## config.mk

```make
export PLATFORM = sky130hd
export DESIGN_NAME = wb_seq_mult_slave
export DESIGN_NICKNAME = d
export VERILOG_FILES = /design/src/rtl/wb_seq_mult_slave.sv
export SDC_FILE = /design/constraint.sdc
export NUM_CORES = 1
export LEC_CHECK = 0
export CORE_ASPECT_RATIO = 1.25
export CORE_MARGIN = 2
export CORE_UTILIZATION = 35
export DETAILED_ROUTE_END_ITERATION = 6
export GPL_TIMING_DRIVEN = 0
export SLEW_MARGIN = 20
export SYNTH_ARGS = -nofsm -noshare
export SYNTH_HDL_FRONTEND = slang
export SYNTH_SLANG_ARGS = --single-unit
```

## constraint.sdc

```tcl
create_clock -name wb_clk_i -period 4.4 [get_ports wb_clk_i]
set_input_delay 0.88 -clock wb_clk_i [delete_from_list [all_inputs] [get_ports wb_clk_i]]
set_output_delay 0.88 -clock wb_clk_i [all_outputs]
set_load 0.01 [all_outputs]
```

## src/rtl/wb_seq_mult_slave.sv

```systemverilog
// Wishbone classic slave wrapping a WIDTH-cycle shift-add multiplier.
// Operands in, status/product out, single-cycle registered ack, irq pulse on completion.
module wb_seq_mult_slave #(
    parameter int unsigned WIDTH     = 8,
    parameter logic [31:0] BASE_ADDR = 32'h3000_0000
) (
    input  logic        wb_clk_i,
    input  logic        wb_rst_i,
    input  logic        wbs_stb_i,
    input  logic        wbs_cyc_i,
    input  logic        wbs_we_i,
    input  logic [3:0]  wbs_sel_i,
    input  logic [31:0] wbs_adr_i,
    input  logic [31:0] wbs_dat_i,
    output logic        wbs_ack_o,
    output logic [31:0] wbs_dat_o,
    output logic        irq_o
);
    localparam int unsigned PW = 2 * WIDTH;
    localparam int unsigned CW = (WIDTH > 1) ? $clog2(WIDTH) : 1;
    localparam logic [CW-1:0] CNT_LAST = CW'(WIDTH - 1);

    typedef enum logic {
        S_IDLE = 1'b0,
        S_BUSY = 1'b1
    } state_e;

    state_e          state_q, state_d;
    logic [WIDTH-1:0] a_q, a_d;
    logic [WIDTH-1:0] b_q, b_d;
    logic [PW-1:0]    prod_q, prod_d;
    logic [CW-1:0]    cnt_q, cnt_d;
    logic             done_q, done_d;
    logic             err_q, err_d;
    logic             irq_q, irq_d;
    logic             ack_q, ack_d;
    logic [31:0]      dat_q, dat_d;

    logic             req_s;
    logic             oper_wr_s;
    logic             busy_s;
    logic [31:0]      rdata_s;
    logic             unused_s;

    // Byte selects, address LSBs and unused write-data bits carry no meaning here.
    assign unused_s  = ^{wbs_sel_i, wbs_adr_i[1:0], wbs_dat_i};

    // The !ack term makes a held strobe re-sample only every other cycle.
    assign req_s     = wbs_cyc_i & wbs_stb_i & (wbs_adr_i[31:4] == BASE_ADDR[31:4]) & ~ack_q;
    assign oper_wr_s = req_s & wbs_we_i & (wbs_adr_i[3:2] == 2'd0);
    assign busy_s    = (state_q == S_BUSY);

    // Read-data mux; sees pre-update register values.
    always_comb begin
        rdata_s = 32'h0;
        case (wbs_adr_i[3:2])
            2'd0:    rdata_s[PW-1:0] = {a_q, b_q};
            2'd1:    rdata_s[2:0]    = {err_q, done_q, busy_s};
            2'd2:    rdata_s[PW-1:0] = prod_q;
            default: rdata_s         = 32'h0;
        endcase
    end

    // Next-state logic for bus response and multiplier FSM.
    always_comb begin
        state_d = state_q;
        a_d     = a_q;
        b_d     = b_q;
        prod_d  = prod_q;
        cnt_d   = cnt_q;
        done_d  = done_q;
        err_d   = err_q;
        irq_d   = 1'b0;
        ack_d   = req_s;
        if (req_s && !wbs_we_i) begin
            dat_d = rdata_s;
        end else begin
            dat_d = 32'h0;
        end

        case (state_q)
            S_IDLE: begin
                if (oper_wr_s) begin
                    a_d     = wbs_dat_i[PW-1:WIDTH];
                    b_d     = wbs_dat_i[WIDTH-1:0];
                    prod_d  = {PW{1'b0}};
                    cnt_d   = {CW{1'b0}};
                    done_d  = 1'b0;
                    err_d   = 1'b0;
                    state_d = S_BUSY;
                end else begin
                    state_d = S_IDLE;
                end
            end
            S_BUSY: begin
                if (b_q[cnt_q]) begin
                    prod_d = prod_q + ({{WIDTH{1'b0}}, a_q} << cnt_q);
                end else begin
                    prod_d = prod_q;
                end
                cnt_d = cnt_q + CW'(1);
                // A start request while busy is acked but only flags the error.
                if (oper_wr_s) begin
                    err_d = 1'b1;
                end else begin
                    err_d = err_q;
                end
                if (cnt_q == CNT_LAST) begin
                    state_d = S_IDLE;
                    done_d  = 1'b1;
                    irq_d   = 1'b1;
                end else begin
                    state_d = S_BUSY;
                end
            end
            default: begin
                state_d = S_IDLE;
            end
        endcase
    end

    // State registers with synchronous reset.
    always_ff @(posedge wb_clk_i) begin
        if (wb_rst_i) begin
            state_q <= S_IDLE;
            a_q     <= {WIDTH{1'b0}};
            b_q     <= {WIDTH{1'b0}};
            prod_q  <= {PW{1'b0}};
            cnt_q   <= {CW{1'b0}};
            done_q  <= 1'b0;
            err_q   <= 1'b0;
            irq_q   <= 1'b0;
            ack_q   <= 1'b0;
            dat_q   <= 32'h0;
        end else begin
            state_q <= state_d;
            a_q     <= a_d;
            b_q     <= b_d;
            prod_q  <= prod_d;
            cnt_q   <= cnt_d;
            done_q  <= done_d;
            err_q   <= err_d;
            irq_q   <= irq_d;
            ack_q   <= ack_d;
            dat_q   <= dat_d;
        end
    end

    assign wbs_ack_o = ack_q;
    assign wbs_dat_o = dat_q;
    assign irq_o     = irq_q;
endmodule

```

==> results of run 1 <==
-- registers in the layout (all words and copies together) (netlist names) --
signal	cells
prod_q	16
wbs_dat_o	16
a_q	8
b_q	8
cnt_q	3
busy_s	1
done_q	1
err_q	1
irq_o	1
wbs_ack_o	1
-- final cells by class --
class,instances,area share
plain buffers,37,0.05097
clock buffers,5,0.02864
clock inverters,2,0.01375
inverters,9,0.007732
multi-input cells,295,0.4559
flip-flops and latches,56,0.2566
well taps,123,0.03522
repair buffers,66,0.1512
-- synth_stat cells, types with 2 or more instances --
master	number	share of area
sky130_fd_sc_hd__clkbuf_1	16	0.018
sky130_fd_sc_hd__mux2_2	6	0.020
sky130_fd_sc_hd__xnor2_1	4	0.011
sky130_fd_sc_hd__nor4_1	7	0.013
sky130_fd_sc_hd__or2_1	2	0.0038
sky130_fd_sc_hd__nor2_1	55	0.062
sky130_fd_sc_hd__a32o_1	4	0.012
sky130_fd_sc_hd__a22oi_1	6	0.014
sky130_fd_sc_hd__inv_1	8	0.0091
sky130_fd_sc_hd__buf_6	2	0.0068
sky130_fd_sc_hd__nand2b_1	8	0.015
sky130_fd_sc_hd__buf_4	18	0.041
sky130_fd_sc_hd__a32oi_1	2	0.0053
sky130_fd_sc_hd__nor3_1	3	0.0045
sky130_fd_sc_hd__a21oi_1	26	0.039
sky130_fd_sc_hd__nand3_1	4	0.0060
sky130_fd_sc_hd__o21bai_1	2	0.0045
sky130_fd_sc_hd__a21o_1	5	0.011
sky130_fd_sc_hd__o21ai_0	13	0.020
sky130_fd_sc_hd__mux2i_1	40	0.12
sky130_fd_sc_hd__nand2_1	22	0.025
sky130_fd_sc_hd__nand4_1	5	0.0094
sky130_fd_sc_hd__o22ai_1	6	0.011
sky130_fd_sc_hd__nand3b_1	3	0.0068
sky130_fd_sc_hd__ha_1	17	0.064
sky130_fd_sc_hd__o211ai_1	3	0.0068
sky130_fd_sc_hd__mux4_2	2	0.014
sky130_fd_sc_hd__and2_1	3	0.0057
sky130_fd_sc_hd__dfxtp_1	56	0.34
sky130_fd_sc_hd__nor2b_1	3	0.0057
sky130_fd_sc_hd__xor2_1	4	0.011
sky130_fd_sc_hd__a211oi_1	4	0.0091
sky130_fd_sc_hd__or3_1	5	0.0094
-- final timing paths --
| path | endpoint | cells past startpoint | slack, ns | startpoint |
|---|---|---|---|---|
| worst max-delay path | prod_q[15] | 13 | 0.59 | cnt_q[1] |
| worst min-delay path | err_q | 2 | 0.47 | err_q |
| worst max register to register | prod_q[15] | 13 | 0.59 | cnt_q[1] |
| worst min register to register | err_q | 2 | 0.47 | err_q |
-- cell families after synthesis --
group / Yosys count
simple gates: 127
compound gates: 78
flops: 56
mux: 48
buf+inv: 46
fa+ha+maj: 18
xor+xnor: 8
other cells: 1
-- per-layer routing --
layer | wire length (um) | share of wire
met1 | 3915 | 0.44
met2 | 4335 | 0.48
met3 | 478 | 0.053
met4 | 239 | 0.027
met5 | 0 | 0
-- through the flow --
| step | utilization | hold WS, ns | power, mW |
|---|---|---|---|
| after CTS | 0.4763 | 0.4732 | 1.106 |
| after detailed placement | 0.4561 | 0.4590 | 0.5991 |
| after global routing | 0.4763 | 0.4964 | 1.129 |
| final | 0.4763 | 0.4663 | 1.097 |
| after floorplan | - | 0.4335 | 0.5502 |
| after global placement | 0.4561 | 0.4535 | 0.5983 |
-- worst max-delay path, cell delays in order (launching register included) --
cell	delay, ns
sky130_fd_sc_hd__dfxtp_1	0.34
sky130_fd_sc_hd__clkbuf_1	0.33
sky130_fd_sc_hd__clkbuf_1	0.43
sky130_fd_sc_hd__mux2i_1	0.27
sky130_fd_sc_hd__o22ai_1	0.12
sky130_fd_sc_hd__nand2_1	0.10
sky130_fd_sc_hd__o21ai_0	0.10
sky130_fd_sc_hd__ha_1	0.39
sky130_fd_sc_hd__a21oi_1	0.30
sky130_fd_sc_hd__o211a_1	0.20
sky130_fd_sc_hd__a211oi_1	0.08
sky130_fd_sc_hd__or4_1	0.58
sky130_fd_sc_hd__a2111oi_0	0.39
sky130_fd_sc_hd__a41o_1	0.14
-- where the power goes --
part	switching [mW]	internal [mW]
clock	0.186	0.323
sequential	0.0000000000522	0.506
combinational	0.0285	0.0525
total	0.214	0.882
==> summary.txt, run 1 <==
Cells and area
  • Area added between synthesis and finish: 31.87%
  • Final layout net count: between 500 and 600
  • Layout cell share with drive strength beyond 1: 0.08298
  • Non-Filler Instances: about 590
  • Area of all sequential standard cells: between 1000 and 1500 um2
  • Leading cell types in the layout, fill and taps excluded: sky130_fd_sc_hd__clkdlybuf4s50_1, sky130_fd_sc_hd__dfxtp_1, sky130_fd_sc_hd__nor2_1, sky130_fd_sc_hd__mux2i_1, sky130_fd_sc_hd__a21oi_1
  • Final antenna diode count: 0
  • Number of filler cells placed in the layout: 924
  • Commonest non-fill, non-tap cell in the layout: sky130_fd_sc_hd__clkdlybuf4s50_1
  • Area of the multi-input gates: roughly 2000 um2
  • Post-route standard cell area excluding fillers: between 4000 and 5000 um2

Yosys
  • #FFs+latches synth: 56
  • Combinational family with the most area after synthesis: simple AND/OR/NAND/NOR gates
  • Fraction of the mapped netlist area in adder cells: 0.07024
  • Proportion of register bits with asynchronous set or reset after synthesis: 0
  • YS warnings: 0
  • Library cells used by synthesis: around 50
  • Share of the synthesized area in compound gates (AO/OA/AOI/OAI): 0.1522
  • Syn Std Cell Area: 3313 um2
  • Post-synth EDFFs: 0
  • Xor and xnor fraction of the mapped netlist area: 0.02115
  • Synthesized instance count: around 380
  • Proportion of synthesized area in mux cells: 0.1548
  • Sequential area share after synthesis: 0.3384
  • Main flop type after synthesis: sky130_fd_sc_hd__dfxtp_1
  • Basic-gate share of the synthesized area counting and, or, nand and nor cells: 0.1847
  • Post-synthesis average cell area: 8.673 um2

Place
  • Placed instance count: about 590
  • Detailed placement HPWL: roughly 7.1 mm
  • RD Place Congestion: between 0.8 and 0.9
  • Cell Area, Placed: about 4200 um2
  • Quantity of I/O buffers inserted on ports: between 60 and 70
  • Post-Place Setup Slack: between 0.6 and 0.7 ns

Global routing
  • Met1 routing resource usage after global routing: 0.2039
  • Number of antenna violations at the first check in global routing: 0
  • Met2 Usage GRT: 0.3146
  • Met3 layer usage reported by global route: 0.03529
  • Pin count of the biggest net entering global routing: 17
  • Congestion Overflow GR: 0
  • Global-route total usage across every layer: 0.1745
  • Via count of the first global-routing pass: between 2000 and 3000
  • Busiest metal layer after global routing: met2
  • Wire length of the first global-routing pass: roughly 14 mm

Drt
  • DRT antenna net count: 0
  • Vias/cell: around 5
  • Number of DRC violations after detailed-routing iteration 0: roughly 140
  • Wirelength per Cell: 15.12 um
  • Detailed-router iteration count before antenna repair: 4
  • DRC Markers: 0
  • Total wire length after detailed routing: about 9.0 mm
  • Via count: between 2000 and 3000

CTS
  • TritonCTS clock tree: yes
  • Max Root-Sink Buffers: 2
  • Number of instances resized during post-cts repair: 0
  • Clock transition at the registers of the reported paths: 0.07 ns
  • Cts bufs inserted: 5
  • H-tree level count: 2
  • Post-CTS setup buffers: 0
  • Number of sinks on the clock net: 56
  • Root Driver: sky130_fd_sc_hd__clkbuf_16
  • Post-CTS Hold Buffers: 0
  • Clock latency on the worst-skew pair: roughly 0.30 ns

Die
  • Effective utilization at floorplan: 0.3612
  • Area of the placeable core: a little over 9000 um2
  • Placement row count: 39
  • Chip width: about 91 um
  • I/O pin count: roughly 110
  • Die outline height: between 100 and 150 um
  • Total Die Area: approximately 10000 um2

Power
  • Worst vdd ir: between 0.15 and 0.2 mV
  • Power density over the cells: 251.0 nW/um2
  • Leakage power of the design: about 1.7 nW

Timing
  • Final hold viol count: 0
  • Post-layout minimum cycle time: 3.809 ns
  • Post-route clock period utilization: 0.8657
  • Smallest setup slack after layout: 0.5910 ns
  • Transition at the pin with the smallest max-transition slack: 0.8389 ns
  • TNS Setup: 0 ns
  • Max frequency: 262.5 MHz
  • Unrepaired setup endpoints after global routing: false
  • Clock Skew: between 0.006 and 0.007 ns
  • Final number of max-transition violations: 0
  • Setup violators final: 0
  • Max transition margin: 0.4408

Setup path
  • Start-to-end type of the worst setup path: flop to flop
  • Maximum net fanout on the critical path: 10
  • Type of destination of the critical path: flop
  • Sort of element at the start of the critical path: flop
  • Critical path required time: about 4.6 ns
  • Data arrival at the endpoint of the critical path: between 4 and 5 ns

Job
  • Number of max-cap violations: 0

Min path
  • Path type of the worst min-delay path: flop to flop

Run status
  • Run status: complete, no violations
(Power assumes the default switching activity.)
==> run 2, diff against run 1 <==
--- a/config.mk
+++ b/config.mk
@@ -9,7 +9,9 @@
 export CORE_MARGIN = 2
 export CORE_UTILIZATION = 35
 export DETAILED_ROUTE_END_ITERATION = 6
+export GPL_ROUTABILITY_DRIVEN = 1
 export GPL_TIMING_DRIVEN = 0
+export PLACE_DENSITY = 0.6
 export SLEW_MARGIN = 20
 export SYNTH_ARGS = -nofsm -noshare
 export SYNTH_HDL_FRONTEND = slang
==> results of run 2 <==
Final layout, timing and power as in run 1 (identical DEF).
==> run 3, diff against run 2 <==
--- a/config.mk
+++ b/config.mk
@@ -5,12 +5,14 @@
 export SDC_FILE = /design/constraint.sdc
 export NUM_CORES = 1
 export LEC_CHECK = 0
+export ABC_CLOCK_PERIOD_IN_PS = 4400
 export CORE_ASPECT_RATIO = 1.25
 export CORE_MARGIN = 2
 export CORE_UTILIZATION = 35
 export DETAILED_ROUTE_END_ITERATION = 6
 export GPL_ROUTABILITY_DRIVEN = 1
 export GPL_TIMING_DRIVEN = 0
+export MAX_ROUTING_LAYER = met4
 export PLACE_DENSITY = 0.6
 export SLEW_MARGIN = 20
 export SYNTH_ARGS = -nofsm -noshare
==> run 3 against run 2 <==
Clock power fell by 11%; utilization fell by 0.23 points; non-clock buffer count did not move.
==> summary.txt, run 3 (synthesized netlist as in run 1, its figures left out) <==
Run status
  • Run status: complete, no violations

Place
  • Placed instance count: ~590
  • Detailed placement HPWL: approximately 7.2 mm
  • Quantity of I/O buffers inserted on ports: 66
  • RD Place Congestion: 0.8960

Timing
  • Final number of max-transition violations: 0
  • Setup violators final: 0
  • Minimum hold slack: roughly 0.47 ns
  • Post-layout minimum cycle time: approximately 3.9 ns
  • Post-route clock period utilization: 0.8757
  • Unrepaired setup endpoints after global routing: false
  • Final hold viol count: 0
  • Clock Skew: 0.007441 ns
  • Max frequency: 259.5 MHz
  • Max transition margin: 0.4363
  • Transition at the pin with the smallest max-transition slack: 0.8456 ns
  • TNS Setup: 0 ns

Cells and area
  • Leading cell types in the layout, fill and taps excluded: sky130_fd_sc_hd__clkdlybuf4s50_1, sky130_fd_sc_hd__dfxtp_1, sky130_fd_sc_hd__nor2_1, sky130_fd_sc_hd__mux2i_1, sky130_fd_sc_hd__a21oi_1
  • Non-Filler Instances: 594
  • Layout cell share with drive strength beyond 1: 0.08280
  • Area of the multi-input gates: 1992 um2
  • Number of filler cells placed in the layout: 934
  • Final antenna diode count: 0
  • Area of all sequential standard cells: between 1000 and 1500 um2
  • Commonest non-fill, non-tap cell in the layout: sky130_fd_sc_hd__clkdlybuf4s50_1
  • Area added between synthesis and finish: 31.23%
  • Final layout net count: approximately 560

Min path
  • Path type of the worst min-delay path: flop to flop
  • Hold path startpoint: err_q

Global routing
  • Wire length of the first global-routing pass: around 15 mm
  • Number of antenna violations at the first check in global routing: 0
  • Via count of the first global-routing pass: about 3000
  • Congestion Overflow GR: 0
  • Pin count of the biggest net entering global routing: 17
  • Global-route total usage across every layer: 0.1855

CTS
  • Post-CTS Hold Buffers: 0
  • Max Root-Sink Buffers: 2
  • Number of sinks on the clock net: 56
  • TritonCTS clock tree: yes
  • Root Driver: sky130_fd_sc_hd__clkbuf_16
  • Clock transition at the registers of the reported paths: 0.07 ns
  • Post-CTS setup buffers: 0
  • H-tree level count: 2
  • Number of instances resized during post-cts repair: 0
  • Clock latency on the worst-skew pair: 0.30 ns
  • Cts bufs inserted: 5

Power
  • Worst vdd ir: between 0.1 and 0.15 mV
  • Power density over the cells: 239.6 nW/um2
  • Leakage power of the design: 1.668 nW

Setup path
  • Data arrival at the endpoint of the critical path: 4.10 ns
  • Type of destination of the critical path: flop
  • Worst setup path startpoint: cnt_q[1]
  • Maximum net fanout on the critical path: 10
  • Critical path required time: 4.65 ns
  • Startpoint of the lowest-slack register-to-register path: cnt_q[1]
  • Start-to-end type of the worst setup path: flop to flop
  • Sort of element at the start of the critical path: flop

Die
  • Placement row count: 39
  • Chip width: 91.02 um
  • Total Die Area: 10270 um2
  • I/O pin count: ~110
  • Effective utilization at floorplan: 0.3612
  • Area of the placeable core: slightly above 9000 um2
  • Die outline height: between 100 and 150 um

Drt
  • Wirelength per Cell: between 15 and 20 um
  • Total wire length after detailed routing: 9.009 mm
  • DRC Markers: 0
  • DRT antenna net count: 0
  • Via count: about 3000
  • Number of DRC violations after detailed-routing iteration 0: 110
  • Detailed-router iteration count before antenna repair: 4
  • Vias/cell: 5.086

Job
  • Number of max-cap violations: 0
## run 3: area by class of cell
class,count,share of cell area
Timing Repair Buffer,66,0.1519
Multi-Input combinational cell,295,0.4581
Clock inverter,2,0.008058
Tap cell,123,0.03540
Sequential cell,56,0.2578
Clock buffer,6,0.02964
Inverter,9,0.007770
Buffer,37,0.05122
## run 3: critical path, cell delays in order, from the launching register on
cell,delay [ns]
sky130_fd_sc_hd__dfxtp_1,0.34
sky130_fd_sc_hd__clkbuf_1,0.33
sky130_fd_sc_hd__clkbuf_1,0.43
sky130_fd_sc_hd__mux2i_1,0.28
sky130_fd_sc_hd__o22ai_1,0.12
sky130_fd_sc_hd__nand2_1,0.10
sky130_fd_sc_hd__o21ai_0,0.10
sky130_fd_sc_hd__ha_1,0.39
sky130_fd_sc_hd__a21oi_1,0.31
sky130_fd_sc_hd__o211a_1,0.20
sky130_fd_sc_hd__a211oi_1,0.08
sky130_fd_sc_hd__or4_1,0.59
sky130_fd_sc_hd__a2111oi_0,0.40
sky130_fd_sc_hd__a41o_1,0.14
## run 3: where the power goes
part / switching (mW) / internal [mW]
Clock: 0.186 / 0.268
Sequential: 0.0000000000498 / 0.506
Combinational: 0.0286 / 0.0525
Total: 0.215 / 0.827
## run 3: worst paths after layout
check                                  end  slack (ns)  cells after the start
worst max-delay path            prod_q[15]        0.55                     13
worst min-delay path                 err_q        0.47                      2
worst max register to register  prod_q[15]        0.55                     13
worst min register to register       err_q        0.47                      2
## run 3: per-stage QoR
step	total power [mW]	setup WS, ns	utilization	cell area, um2
floorplan	0.5502	1.171	-	3369
global placement	0.5983	0.7043	0.4561	4184
detailed placement	0.5993	0.5809	0.4561	4184
CTS	1.051	0.5592	0.4740	4348
global route	1.077	0.3272	0.4740	4348
finish	1.042	0.5469	0.4740	4348
## run 3: per-layer routing
layer	track usage	vias to the layer above	routed length (um)	share of wire
met5	-	-	0	0
li1	-	1507	-	-
met2	0.3170	91	4452	0.49
met4	0.06263	0	206	0.023
met1	0.2191	1409	3914	0.43
met3	0.03529	14	436	0.048
